===== config.mk =====
export PLATFORM = sky130hd
export DESIGN_NAME = dac_dual_out_flat
export DESIGN_NICKNAME = d
export VERILOG_FILES = /design/src/rtl/dac_dual_out_if.sv /design/src/rtl/dac_dual_out.sv /design/src/flat_wrapper.sv
export SDC_FILE = /design/constraint.sdc
export NUM_CORES = 1
export LEC_CHECK = 0
export BUFFER_PORTS_ARGS = -buffer_cell sky130_fd_sc_hd__buf_2
export CORE_ASPECT_RATIO = 1.5
export CORE_MARGIN = 2
export CORE_UTILIZATION = 55
export CTS_CLUSTER_SIZE = 10
export DETAILED_ROUTE_END_ITERATION = 6
export GPL_TIMING_DRIVEN = 0
export PLACE_DENSITY = 0.82
export SLEW_MARGIN = 0
export SYNTH_ARGS = -nofsm -noshare
export SYNTH_HDL_FRONTEND = slang
export SYNTH_SLANG_ARGS = --single-unit

===== constraint.sdc =====
create_clock -name dac_clk_i -period 2.5 [get_ports dac_clk_i]
set_input_delay 0.5 -clock dac_clk_i [delete_from_list [all_inputs] [get_ports dac_clk_i]]
set_output_delay 0.5 -clock dac_clk_i [all_outputs]
set_load 0.01 [all_outputs]

===== src/rtl/dac_dual_out_if.sv =====
// Dual-channel DAC stage bus: DSP-side samples and strobes, DAC-side codes and status.
interface dac_dual_out_if #(
  parameter int unsigned DATA_WIDTH = 14,
  parameter int unsigned IN_WIDTH   = 16
);
  logic                  dac_locked_i;
  logic                  dac_dat_a_en_i;
  logic                  dac_dat_b_en_i;
  logic                  dac_dat_a_rst_i;
  logic                  dac_dat_b_rst_i;
  logic [IN_WIDTH-1:0]   dac_dat_a_i;
  logic [IN_WIDTH-1:0]   dac_dat_b_i;
  logic [DATA_WIDTH-1:0] dac_dat_a_o;
  logic [DATA_WIDTH-1:0] dac_dat_b_o;
  logic                  dac_rst_o;
  logic                  dac_ready_o;
  logic                  dac_sat_a_o;
  logic                  dac_sat_b_o;

  modport master (
    output dac_locked_i, dac_dat_a_en_i, dac_dat_b_en_i, dac_dat_a_rst_i, dac_dat_b_rst_i,
           dac_dat_a_i, dac_dat_b_i,
    input  dac_dat_a_o, dac_dat_b_o, dac_rst_o, dac_ready_o, dac_sat_a_o, dac_sat_b_o
  );

  modport slave (
    input  dac_locked_i, dac_dat_a_en_i, dac_dat_b_en_i, dac_dat_a_rst_i, dac_dat_b_rst_i,
           dac_dat_a_i, dac_dat_b_i,
    output dac_dat_a_o, dac_dat_b_o, dac_rst_o, dac_ready_o, dac_sat_a_o, dac_sat_b_o
  );
endinterface


===== src/rtl/dac_dual_out.sv =====
// Dual-channel DAC output stage: lock sequencing, saturation, sticky flags, idle timeout, swap.
// Define DAC_OFFSET_BIN_EN for offset-binary output codes (two's complement otherwise).
module dac_dual_out #(
  parameter int unsigned DATA_WIDTH = 14,
  parameter int unsigned IN_WIDTH   = 16,
  parameter int unsigned LOCK_DLY   = 16,
  parameter int unsigned TIMEOUT    = 0,
  parameter int unsigned CH_SWAP    = 1
) (
  input  logic           dac_clk_i,
  input  logic           dac_rstn_i,
  dac_dual_out_if.slave  bus
);

  localparam int unsigned LCW = $clog2(LOCK_DLY + 1);
  localparam int unsigned TW  = IN_WIDTH - DATA_WIDTH + 1;

`ifdef DAC_OFFSET_BIN_EN
  localparam logic [DATA_WIDTH-1:0] ZERO_CODE = {1'b1, {(DATA_WIDTH-1){1'b0}}};
`else
  localparam logic [DATA_WIDTH-1:0] ZERO_CODE = '0;
`endif

  function automatic logic [DATA_WIDTH-1:0] enc(input logic [DATA_WIDTH-1:0] v);
`ifdef DAC_OFFSET_BIN_EN
    return {~v[DATA_WIDTH-1], v[DATA_WIDTH-2:0]};
`else
    return v;
`endif
  endfunction

  typedef enum logic [1:0] {ST_RESET, ST_WAIT, ST_RUN} state_t;

  state_t          r_state, w_state_nxt;
  logic [LCW-1:0]  r_lock_cnt, w_lock_cnt_nxt;
  logic            r_dac_rst, r_dac_ready;
  logic            w_run_nxt;

  // Lock sequencer state register; status outputs follow the next state so they align with it
  always_ff @(posedge dac_clk_i or negedge dac_rstn_i) begin
    if (!dac_rstn_i) begin
      r_state     <= ST_RESET;
      r_lock_cnt  <= '0;
      r_dac_rst   <= 1'b1;
      r_dac_ready <= 1'b0;
    end else begin
      r_state     <= w_state_nxt;
      r_lock_cnt  <= w_lock_cnt_nxt;
      r_dac_rst   <= !w_run_nxt;
      r_dac_ready <= w_run_nxt;
    end
  end

  always_comb begin
    w_state_nxt    = r_state;
    w_lock_cnt_nxt = r_lock_cnt;
    case (r_state)
      ST_RESET: begin
        if (bus.dac_locked_i) begin
          w_state_nxt    = ST_WAIT;
          w_lock_cnt_nxt = LCW'(1);
        end
      end
      ST_WAIT: begin
        if (!bus.dac_locked_i) begin
          w_state_nxt    = ST_RESET;
          w_lock_cnt_nxt = '0;
        end else if (r_lock_cnt == LCW'(LOCK_DLY)) begin
          w_state_nxt    = ST_RUN;
        end else begin
          w_lock_cnt_nxt = r_lock_cnt + LCW'(1);
        end
      end
      ST_RUN: begin
        if (!bus.dac_locked_i) begin
          w_state_nxt    = ST_RESET;
          w_lock_cnt_nxt = '0;
        end
      end
      default: begin
        w_state_nxt    = ST_RESET;
        w_lock_cnt_nxt = '0;
      end
    endcase
  end

  assign w_run_nxt = (w_state_nxt == ST_RUN);

  logic [1:0]                 w_en, w_clr, w_sat;
  logic [1:0][IN_WIDTH-1:0]   w_din;
  logic [1:0][DATA_WIDTH-1:0] w_hold;

  assign w_en  = {bus.dac_dat_b_en_i,  bus.dac_dat_a_en_i};
  assign w_clr = {bus.dac_dat_b_rst_i, bus.dac_dat_a_rst_i};
  assign w_din = {bus.dac_dat_b_i,     bus.dac_dat_a_i};

  for (genvar ch = 0; ch < 2; ch++) begin : g_ch
    logic [TW-1:0]         w_top;
    logic                  w_ovf;
    logic                  w_tmo;
    logic [DATA_WIDTH-1:0] w_clamped;
    logic [DATA_WIDTH-1:0] r_hold;
    logic                  r_sat;

    // In range only when every bit above the DAC sign bit replicates it
    assign w_top     = w_din[ch][IN_WIDTH-1:DATA_WIDTH-1];
    assign w_ovf     = !((&w_top) || !(|w_top));
    assign w_clamped = !w_ovf      ? w_din[ch][DATA_WIDTH-1:0] :
                       w_top[TW-1] ? {1'b1, {(DATA_WIDTH-1){1'b0}}} :
                                     {1'b0, {(DATA_WIDTH-1){1'b1}}};

    if (TIMEOUT > 0) begin : g_tmo
      localparam int unsigned TCW = $clog2(TIMEOUT + 1);
      logic [TCW-1:0] r_tmo_cnt;

      always_ff @(posedge dac_clk_i or negedge dac_rstn_i) begin
        if (!dac_rstn_i)                       r_tmo_cnt <= '0;
        else if (w_en[ch] || w_clr[ch])        r_tmo_cnt <= '0;
        else if (r_tmo_cnt != TCW'(TIMEOUT))   r_tmo_cnt <= r_tmo_cnt + TCW'(1);
      end

      // Counter parks at TIMEOUT, so the zero keeps being reasserted until the next strobe
      assign w_tmo = (r_tmo_cnt >= TCW'(TIMEOUT - 1));
    end else begin : g_no_tmo
      assign w_tmo = 1'b0;
    end

    always_ff @(posedge dac_clk_i or negedge dac_rstn_i) begin
      if (!dac_rstn_i) begin
        r_hold <= '0;
        r_sat  <= 1'b0;
      end else if (w_clr[ch]) begin
        r_hold <= '0;
        r_sat  <= 1'b0;
      end else if (w_en[ch]) begin
        r_hold <= w_clamped;
        if (w_ovf) r_sat <= 1'b1;
      end else if (w_tmo) begin
        r_hold <= '0;
      end
    end

    assign w_hold[ch] = r_hold;
    assign w_sat[ch]  = r_sat;
  end

  logic [DATA_WIDTH-1:0] w_sel_a, w_sel_b;
  logic [DATA_WIDTH-1:0] r_dat_a, r_dat_b;

  assign w_sel_a = (CH_SWAP != 0) ? w_hold[1] : w_hold[0];
  assign w_sel_b = (CH_SWAP != 0) ? w_hold[0] : w_hold[1];

  // Pins carry the zero code whenever the sequencer is (or is about to be) out of RUN
  always_ff @(posedge dac_clk_i or negedge dac_rstn_i) begin
    if (!dac_rstn_i) begin
      r_dat_a <= ZERO_CODE;
      r_dat_b <= ZERO_CODE;
    end else begin
      r_dat_a <= w_run_nxt ? enc(w_sel_a) : ZERO_CODE;
      r_dat_b <= w_run_nxt ? enc(w_sel_b) : ZERO_CODE;
    end
  end

  assign bus.dac_dat_a_o = r_dat_a;
  assign bus.dac_dat_b_o = r_dat_b;
  assign bus.dac_rst_o   = r_dac_rst;
  assign bus.dac_ready_o = r_dac_ready;
  assign bus.dac_sat_a_o = w_sat[0];
  assign bus.dac_sat_b_o = w_sat[1];

endmodule


===== src/flat_wrapper.sv =====
// flat-port wrapper written by rule: the top's interface ports become plain ports
module dac_dual_out_flat 
#(
  parameter int unsigned DATA_WIDTH = 14,
  parameter int unsigned IN_WIDTH   = 16,
  parameter int unsigned LOCK_DLY   = 16,
  parameter int unsigned TIMEOUT    = 0,
  parameter int unsigned CH_SWAP    = 1
)
  (dac_clk_i, dac_rstn_i, bus_dac_locked_i, bus_dac_dat_a_en_i, bus_dac_dat_b_en_i, bus_dac_dat_a_rst_i, bus_dac_dat_b_rst_i, bus_dac_dat_a_i, bus_dac_dat_b_i, bus_dac_dat_a_o, bus_dac_dat_b_o, bus_dac_rst_o, bus_dac_ready_o, bus_dac_sat_a_o, bus_dac_sat_b_o);
  dac_dual_out_if #(.DATA_WIDTH(DATA_WIDTH), .IN_WIDTH(IN_WIDTH)) bus_i ();
  input  logic dac_clk_i;
  input  logic dac_rstn_i;
  input wire logic [$bits(bus_i.dac_locked_i)-1:0] bus_dac_locked_i;
  input wire logic [$bits(bus_i.dac_dat_a_en_i)-1:0] bus_dac_dat_a_en_i;
  input wire logic [$bits(bus_i.dac_dat_b_en_i)-1:0] bus_dac_dat_b_en_i;
  input wire logic [$bits(bus_i.dac_dat_a_rst_i)-1:0] bus_dac_dat_a_rst_i;
  input wire logic [$bits(bus_i.dac_dat_b_rst_i)-1:0] bus_dac_dat_b_rst_i;
  input wire logic [$bits(bus_i.dac_dat_a_i)-1:0] bus_dac_dat_a_i;
  input wire logic [$bits(bus_i.dac_dat_b_i)-1:0] bus_dac_dat_b_i;
  output wire logic [$bits(bus_i.dac_dat_a_o)-1:0] bus_dac_dat_a_o;
  output wire logic [$bits(bus_i.dac_dat_b_o)-1:0] bus_dac_dat_b_o;
  output wire logic [$bits(bus_i.dac_rst_o)-1:0] bus_dac_rst_o;
  output wire logic [$bits(bus_i.dac_ready_o)-1:0] bus_dac_ready_o;
  output wire logic [$bits(bus_i.dac_sat_a_o)-1:0] bus_dac_sat_a_o;
  output wire logic [$bits(bus_i.dac_sat_b_o)-1:0] bus_dac_sat_b_o;
  assign bus_i.dac_locked_i = bus_dac_locked_i;
  assign bus_i.dac_dat_a_en_i = bus_dac_dat_a_en_i;
  assign bus_i.dac_dat_b_en_i = bus_dac_dat_b_en_i;
  assign bus_i.dac_dat_a_rst_i = bus_dac_dat_a_rst_i;
  assign bus_i.dac_dat_b_rst_i = bus_dac_dat_b_rst_i;
  assign bus_i.dac_dat_a_i = bus_dac_dat_a_i;
  assign bus_i.dac_dat_b_i = bus_dac_dat_b_i;
  assign bus_dac_dat_a_o = bus_i.dac_dat_a_o;
  assign bus_dac_dat_b_o = bus_i.dac_dat_b_o;
  assign bus_dac_rst_o = bus_i.dac_rst_o;
  assign bus_dac_ready_o = bus_i.dac_ready_o;
  assign bus_dac_sat_a_o = bus_i.dac_sat_a_o;
  assign bus_dac_sat_b_o = bus_i.dac_sat_b_o;
  dac_dual_out #(.DATA_WIDTH(DATA_WIDTH), .IN_WIDTH(IN_WIDTH), .LOCK_DLY(LOCK_DLY), .TIMEOUT(TIMEOUT), .CH_SWAP(CH_SWAP)) u_core (.dac_clk_i(dac_clk_i), .dac_rstn_i(dac_rstn_i), .bus(bus_i));
endmodule

# Yosys cells after proc, flatten, opt, wreduce, memory -nomap -nowiden
# Index checks and enable logic that the tools add are counted.
op_classes:
  mux: 26
  eq_ne: 9
  n_addsub: 1
  n_reduce_logical: 15
op_table:
  columns: ["cell", "count"]
  rows:
  - ["14-bit 2-to-1 mux", 10]
  - ["5-bit 2-to-1 mux", 4]
  - ["5-bit case mux with 3 select lines", 1]
  - ["3-bit AND reduction", 3]
  - ["2-bit 2-to-1 mux", 4]
  - ["2-bit != test, second input constant", 4]
  - ["1-bit 2-to-1 mux", 6]
  - ["2-bit case mux with 3 select lines", 1]
  - ["3-bit OR reduction", 2]
  - ["5-bit by 1-bit adder with 5-bit output, second input constant", 1]
  - ["5-bit equality test, second input constant", 1]
  - ["2-bit equality test, second input constant", 2]
  - ["2-bit AND reduction", 2]
  - ["2-bit nonzero test", 2]
  - ["1-bit zero test", 3]
  - ["3-bit != test, second input constant", 1]
  - ["2-bit by 1-bit equality test with 1-bit output, second input constant", 1]
  - ["2-bit zero test", 1]
  - ["1-bit logical OR", 2]
word_totals:
  word_cells: 61
  output_inout_bits: 32
  reg_bits: 67

# Logic depth before layout (Yosys ltp)
depth:
  word_depth: 6
  ltp_mapped: 6
  depth_no_buf: 5

# Worst setup path after synthesis
# No wires, ideal clock.
synth_timing:
  path_kind: "reg2reg"
  from: "register u_core.r_lock_cnt[0]"
  to: "register u_core.r_dat_a[0] (netlist: u_core.bus.dac_dat_a_o[0])"
  path_slack_ns: 1.010
  arrival_ns: 1.426
  n_path_buf: 1
  synth_period_minus_slack_ns: 1.490
  path_stages_with_launch: 7
  setup_time_ns: 0.064
  cell_sequence: "dfrtp_1 > inv_1 > ha_1 > nand4bb_4 > o32ai_4 > clkbuf_2 > and2_2"
synth_between:
  elab_chain_len: 6
synth_lines:
  columns: ["element", "line", "rtl"]
  rows:
  - ["from (decl)", "dac_dual_out.sv:35", "logic [LCW-1:0] r_lock_cnt, w_lock_cnt_nxt;"]
  - ["from (signal assigned)", "dac_dual_out.sv:48", "r_lock_cnt <= w_lock_cnt_nxt;"]
  - ["5-bit equality test", "dac_dual_out.sv:68", "end else if (r_lock_cnt == LCW'(LOCK_DLY)) begin"]
  - ["2-bit 2-to-1 mux", "dac_dual_out.sv:68", null]
  - ["2-bit 2-to-1 mux", "dac_dual_out.sv:65", "if (!bus.dac_locked_i) begin"]
  - ["2-bit case mux with 3 select lines", "dac_dual_out.sv:57", "case (r_state)"]
  - ["2-bit equality test", "dac_dual_out.sv:87", "assign w_run_nxt = (w_state_nxt == ST_RUN);"]
  - ["14-bit 2-to-1 mux", "dac_dual_out.sv:159", "r_dat_a <= w_run_nxt ? enc(w_sel_a) : ZERO_CODE;"]
  - ["to (signal assigned)", "dac_dual_out.sv:159", null]
  - ["to (decl)", "dac_dual_out.sv:148", "logic [DATA_WIDTH-1:0] r_dat_a, r_dat_b;"]
# Every way passes these cells.
# A chain may end at the register's enable or synchronous reset.

# Final worst setup path
layout_timing:
  from: "register u_core.r_lock_cnt[0]"
  to: "register u_core.r_dat_b[5] (netlist: u_core.bus.dac_dat_b_o[5])"
layout_between:
  elab_chain_len: 6
layout_lines:
  columns: ["element", "line", "rtl"]
  rows:
  - ["5-bit equality test", "dac_dual_out.sv:68", null]
  - ["2-bit 2-to-1 mux", "dac_dual_out.sv:68", null]
  - ["2-bit 2-to-1 mux", "dac_dual_out.sv:65", null]
  - ["2-bit case mux with 3 select lines", "dac_dual_out.sv:57", null]
  - ["2-bit equality test", "dac_dual_out.sv:87", null]
  - ["14-bit 2-to-1 mux", "dac_dual_out.sv:160", "r_dat_b <= w_run_nxt ? enc(w_sel_b) : ZERO_CODE;"]
  - ["to (signal assigned)", "dac_dual_out.sv:160", null]
  - ["to (decl)", "dac_dual_out.sv:148", null]
# Every way passes these cells.

==> metrics.md <==
| Metric | Value |
|---|---|
| IO Pins | 71 |
| Final Critical Period | 1747 ps |
| Post-layout worst setup margin | 752.8 ps |
| Area delta synth->final | 23.40% |
| DRC errors left | 0 |
| Synth Area per Inst | 11.06 um2 |
| PostCTS Resize Cnt | 0 |
| Vias post-DR | 2,096 |
| Total die area | 5642 um2 |
| Buffers on Ports | 69 |
| RSZ-0062 raised after global routing | no |
| CP Launch Type | flop |
| Share of synthesized registers carrying an async set or reset | 100.0% |
| CTS max path bufs | 2 |
| Total core area | 4848 um2 |
| Setup TNS | 0 ps |
| Vias per cell | 5.214 |
| Synth cell types | 37 |
| Syn nets | 292 |
| Final HPWL from detailed placement | 3708 um |
| Row cnt | 31 |
| PwrDens | 668.5 nW/um2 |
| DR WL/cell | 13.10 um |
| Number of flops mapped to enable cells by yosys | 0 |
| Nets | 372 |
| Detailed Route Iter0 Violations | 106 |
| CTS tree | done |
| Initial Util | 57.24% |
| Initial antenna violation count | 0 |
| Final Cell Area | 3425 um2 |
| Clock Root Buffer | clkbuf_8 |
| Sequential share of the synthesized area | 60.46% |
| Final WL | 5267 um |
| Hold slack | 236.2 ps |
| Synth Area in Simple Gates | 20.06% |
| Max FO, Critical Path | 10 |
| CTS sink cnt | 67 |
| Overall routing resource usage | 21.15% |
| Post-synthesis mux area share | 1.443% |
| Final setup fails | 0 |
| Main area contributors after synthesis | dfrtp_1 (60%), and2_1 (5.0%), o21ai_0 (4.9%), nor2_1 (4.1%), a211oi_1 (3.8%) |
| Max Freq | 0.5723 GHz |
| Post-Syn Instances | 251 |
| Worst Reg-to-Reg Cells | 6 |
| Post-Synth Adder-Cell Area | 0.9017% |
| Final Max Slew Viols | 0 |
| Worst Path Required | 2770 ps |
| First-pass GRT wire length | 8825 um |
| Pin count of the biggest net entering global routing | 68 |
| CTS H-tree depth | 3 |
| WP data arrival | 2020 ps |
| Post-CTS Setup Inserts | 0 |
| Max-Cap Viols | 0 |
| Hold Violations, Final | 0 |
| Top cell type's share of synthesized area | 59.51% |
| Run status | complete, no violations |
| Max IR drop VDD | 0.5556 mV |
| Worst r2r src | u_core.r_lock_cnt[0]$_DFFE_PN0P_ |
| Die Height | 91.00 um |
| Pre-CTS setup slack | 755.7 ps |
| Number of synthesized register bits | 67 |
| Crit Path Class | flop to flop |
| Layout cell share with drive strength beyond 1 | 29.46% |
| Main synth FF type | dfrtp_1 |
| Reg2reg setup slack | 750 ps |
| Total CTS buffers | 9 |
| Final ANT Viol Nets | 0 |
| Xor/xnor cell area share of the yosys netlist | 0% |
| Initial DRT Pass Iterations | 5 |
| Synthesized area | 2775 um2 |
| Synth warn | 0 |
| Worst r2r dst | u_core.bus.dac_dat_b_o[5]$_DFF_PN0_ |
| Clk_skew | 8.117 ps |
| Slew of the pin with the lowest slew margin | 796.0 ps |
| P_leak | 1.748 nW |
| Post-cts hold buffer count | 0 |
| Hold Path Class | input port to asynchronous set/reset pin |
| Total congestion overflow | 0 |
| Tcrit/Tclk final | 69.89% |
| Ant diodes | 0 |
| Number of fill cells | 368 |
| Synth Area in Compound Gates | 13.75% |
| Cell taking the most area after synthesis | dfrtp_1 |
| Placer congestion estimate | 0.8858 |
| Worst skew pair latency | 330 ps |
| CP Capture Type | flop |
| Area after DPL | 3206 um2 |
| Die Span X | 62 um |
| Normalized max-slew margin | 46.93% |
| Combinational family with the most area after synthesis | simple AND/OR/NAND/NOR gates |
| Vias in the first global route | 2,025 |
| Clk pin slew, worst setup/hold paths | 70 ps |
synthesized netlist by cell type (all sizes together), types with 4 or more instances:
library cell	instances
dfrtp	66
nor2	30
o21ai	29
and2	28
nand2	16
a211oi	14
clkbuf	14
inv	6
mux2i	4
nand2b	4
nor4b	4
stage by stage:
step | instances | power [mW] | util (%)
2_1_floorplan | 251 | 1.255 | -
3_3_place_gp | 386 | 1.331 | 66.06
3_5_place_dp | 386 | 1.339 | 66.12
4_1_cts | 402 | 2.317 | 70.63
5_1_grt | 402 | 2.396 | 70.63
6_report | 402 | 2.289 | 70.63
worst max-delay path by stage:
stage,startpoint,to,slack (ps)
global placement,dac_rstn_i,u_core.g_ch[0].r_hold[7]$_DFFE_PN0P_,690
global route,u_core.r_lock_cnt[0]$_DFFE_PN0P_,u_core.bus.dac_dat_b_o[2]$_DFF_PN0_,640
detailed placement,u_core.r_lock_cnt[0]$_DFFE_PN0P_,u_core.bus.dac_dat_b_o[5]$_DFF_PN0_,760
floorplan,u_core.r_lock_cnt[0]$_DFFE_PN0P_,u_core.bus.dac_dat_a_o[0]$_DFF_PN0_,1010
finish,u_core.r_lock_cnt[0]$_DFFE_PN0P_,u_core.bus.dac_dat_b_o[5]$_DFF_PN0_,750
CTS,u_core.r_lock_cnt[0]$_DFFE_PN0P_,u_core.bus.dac_dat_b_o[5]$_DFF_PN0_,730
flip-flops by register name, summed over array words and instances, names as in the netlist:
register                flops
u_core.r_state              2
u_core.bus.dac_sat_b_o      1
u_core.bus.dac_dat_a_o     14
u_core.bus.dac_dat_b_o     14
u_core.r_lock_cnt           5
u_core.g_ch.r_hold         28
u_core.bus.dac_ready_o      1
u_core.bus.dac_rst_o        1
u_core.bus.dac_sat_a_o      1
cell type report:
| class | count | area (um2) | area share, % |
|---|---|---|---|
| Timing Repair Buffer | 69 | 347.8 | 10.16 |
| Inverter | 6 | 22.52 | 0.6577 |
| Sequential cell | 67 | 1678 | 49.00 |
| Tap cell | 66 | 82.58 | 2.411 |
| Clock buffer | 12 | 145.1 | 4.238 |
| Clock inverter | 4 | 73.82 | 2.156 |
| Buffer | 16 | 71.32 | 2.083 |
| Multi-Input combinational cell | 162 | 1003 | 29.30 |
worst max-delay path, cell delays in order (launching register included):
cell	delay, ps
dfrtp_1	420
inv_1	100
ha_1	220
nand4bb_4	170
o32ai_4	320
clkbuf_2	280
and2_1	160
cells in the final DEF (no fill, tap or decap), types with 4 or more instances in the layout:
cell       n
nand2_1   16
and2_1    22
inv_1      6
clkbuf_1  13
mux2i_1    4
and2_2     6
nand2b_1   4
nor4b_1    4
o21ai_0   27
nor2_1    30
a211oi_1  14
clkbuf_8  10
buf_2     68
dfrtp_1   66
per-layer routing:
layer	global-route usage (%)	routed length (um)	vias to the layer above
li1	-	-	1025
met1	26.48	2177	978
met2	32.38	2653	76
met3	6.553	269	17
met4	10.11	165	0
met5	0	0	-
cell families after synthesis:
kind of cell	after synthesis
and+or+nand+nor	98
DFF	67
AOI/OAI and AO/OA	58
buffers and inverters	22
muxes	4
adders and majority gates	2
where the power goes:
group          switching (mW)  leakage (nW)  total, mW  internal [mW]
registers              0.0228         0.903       1.15           1.12
logic                   0.101         0.734      0.172         0.0708
clock network           0.383         0.111      0.972          0.590
total                   0.506          1.75       2.29           1.78
(Power assumes the default switching activity.)
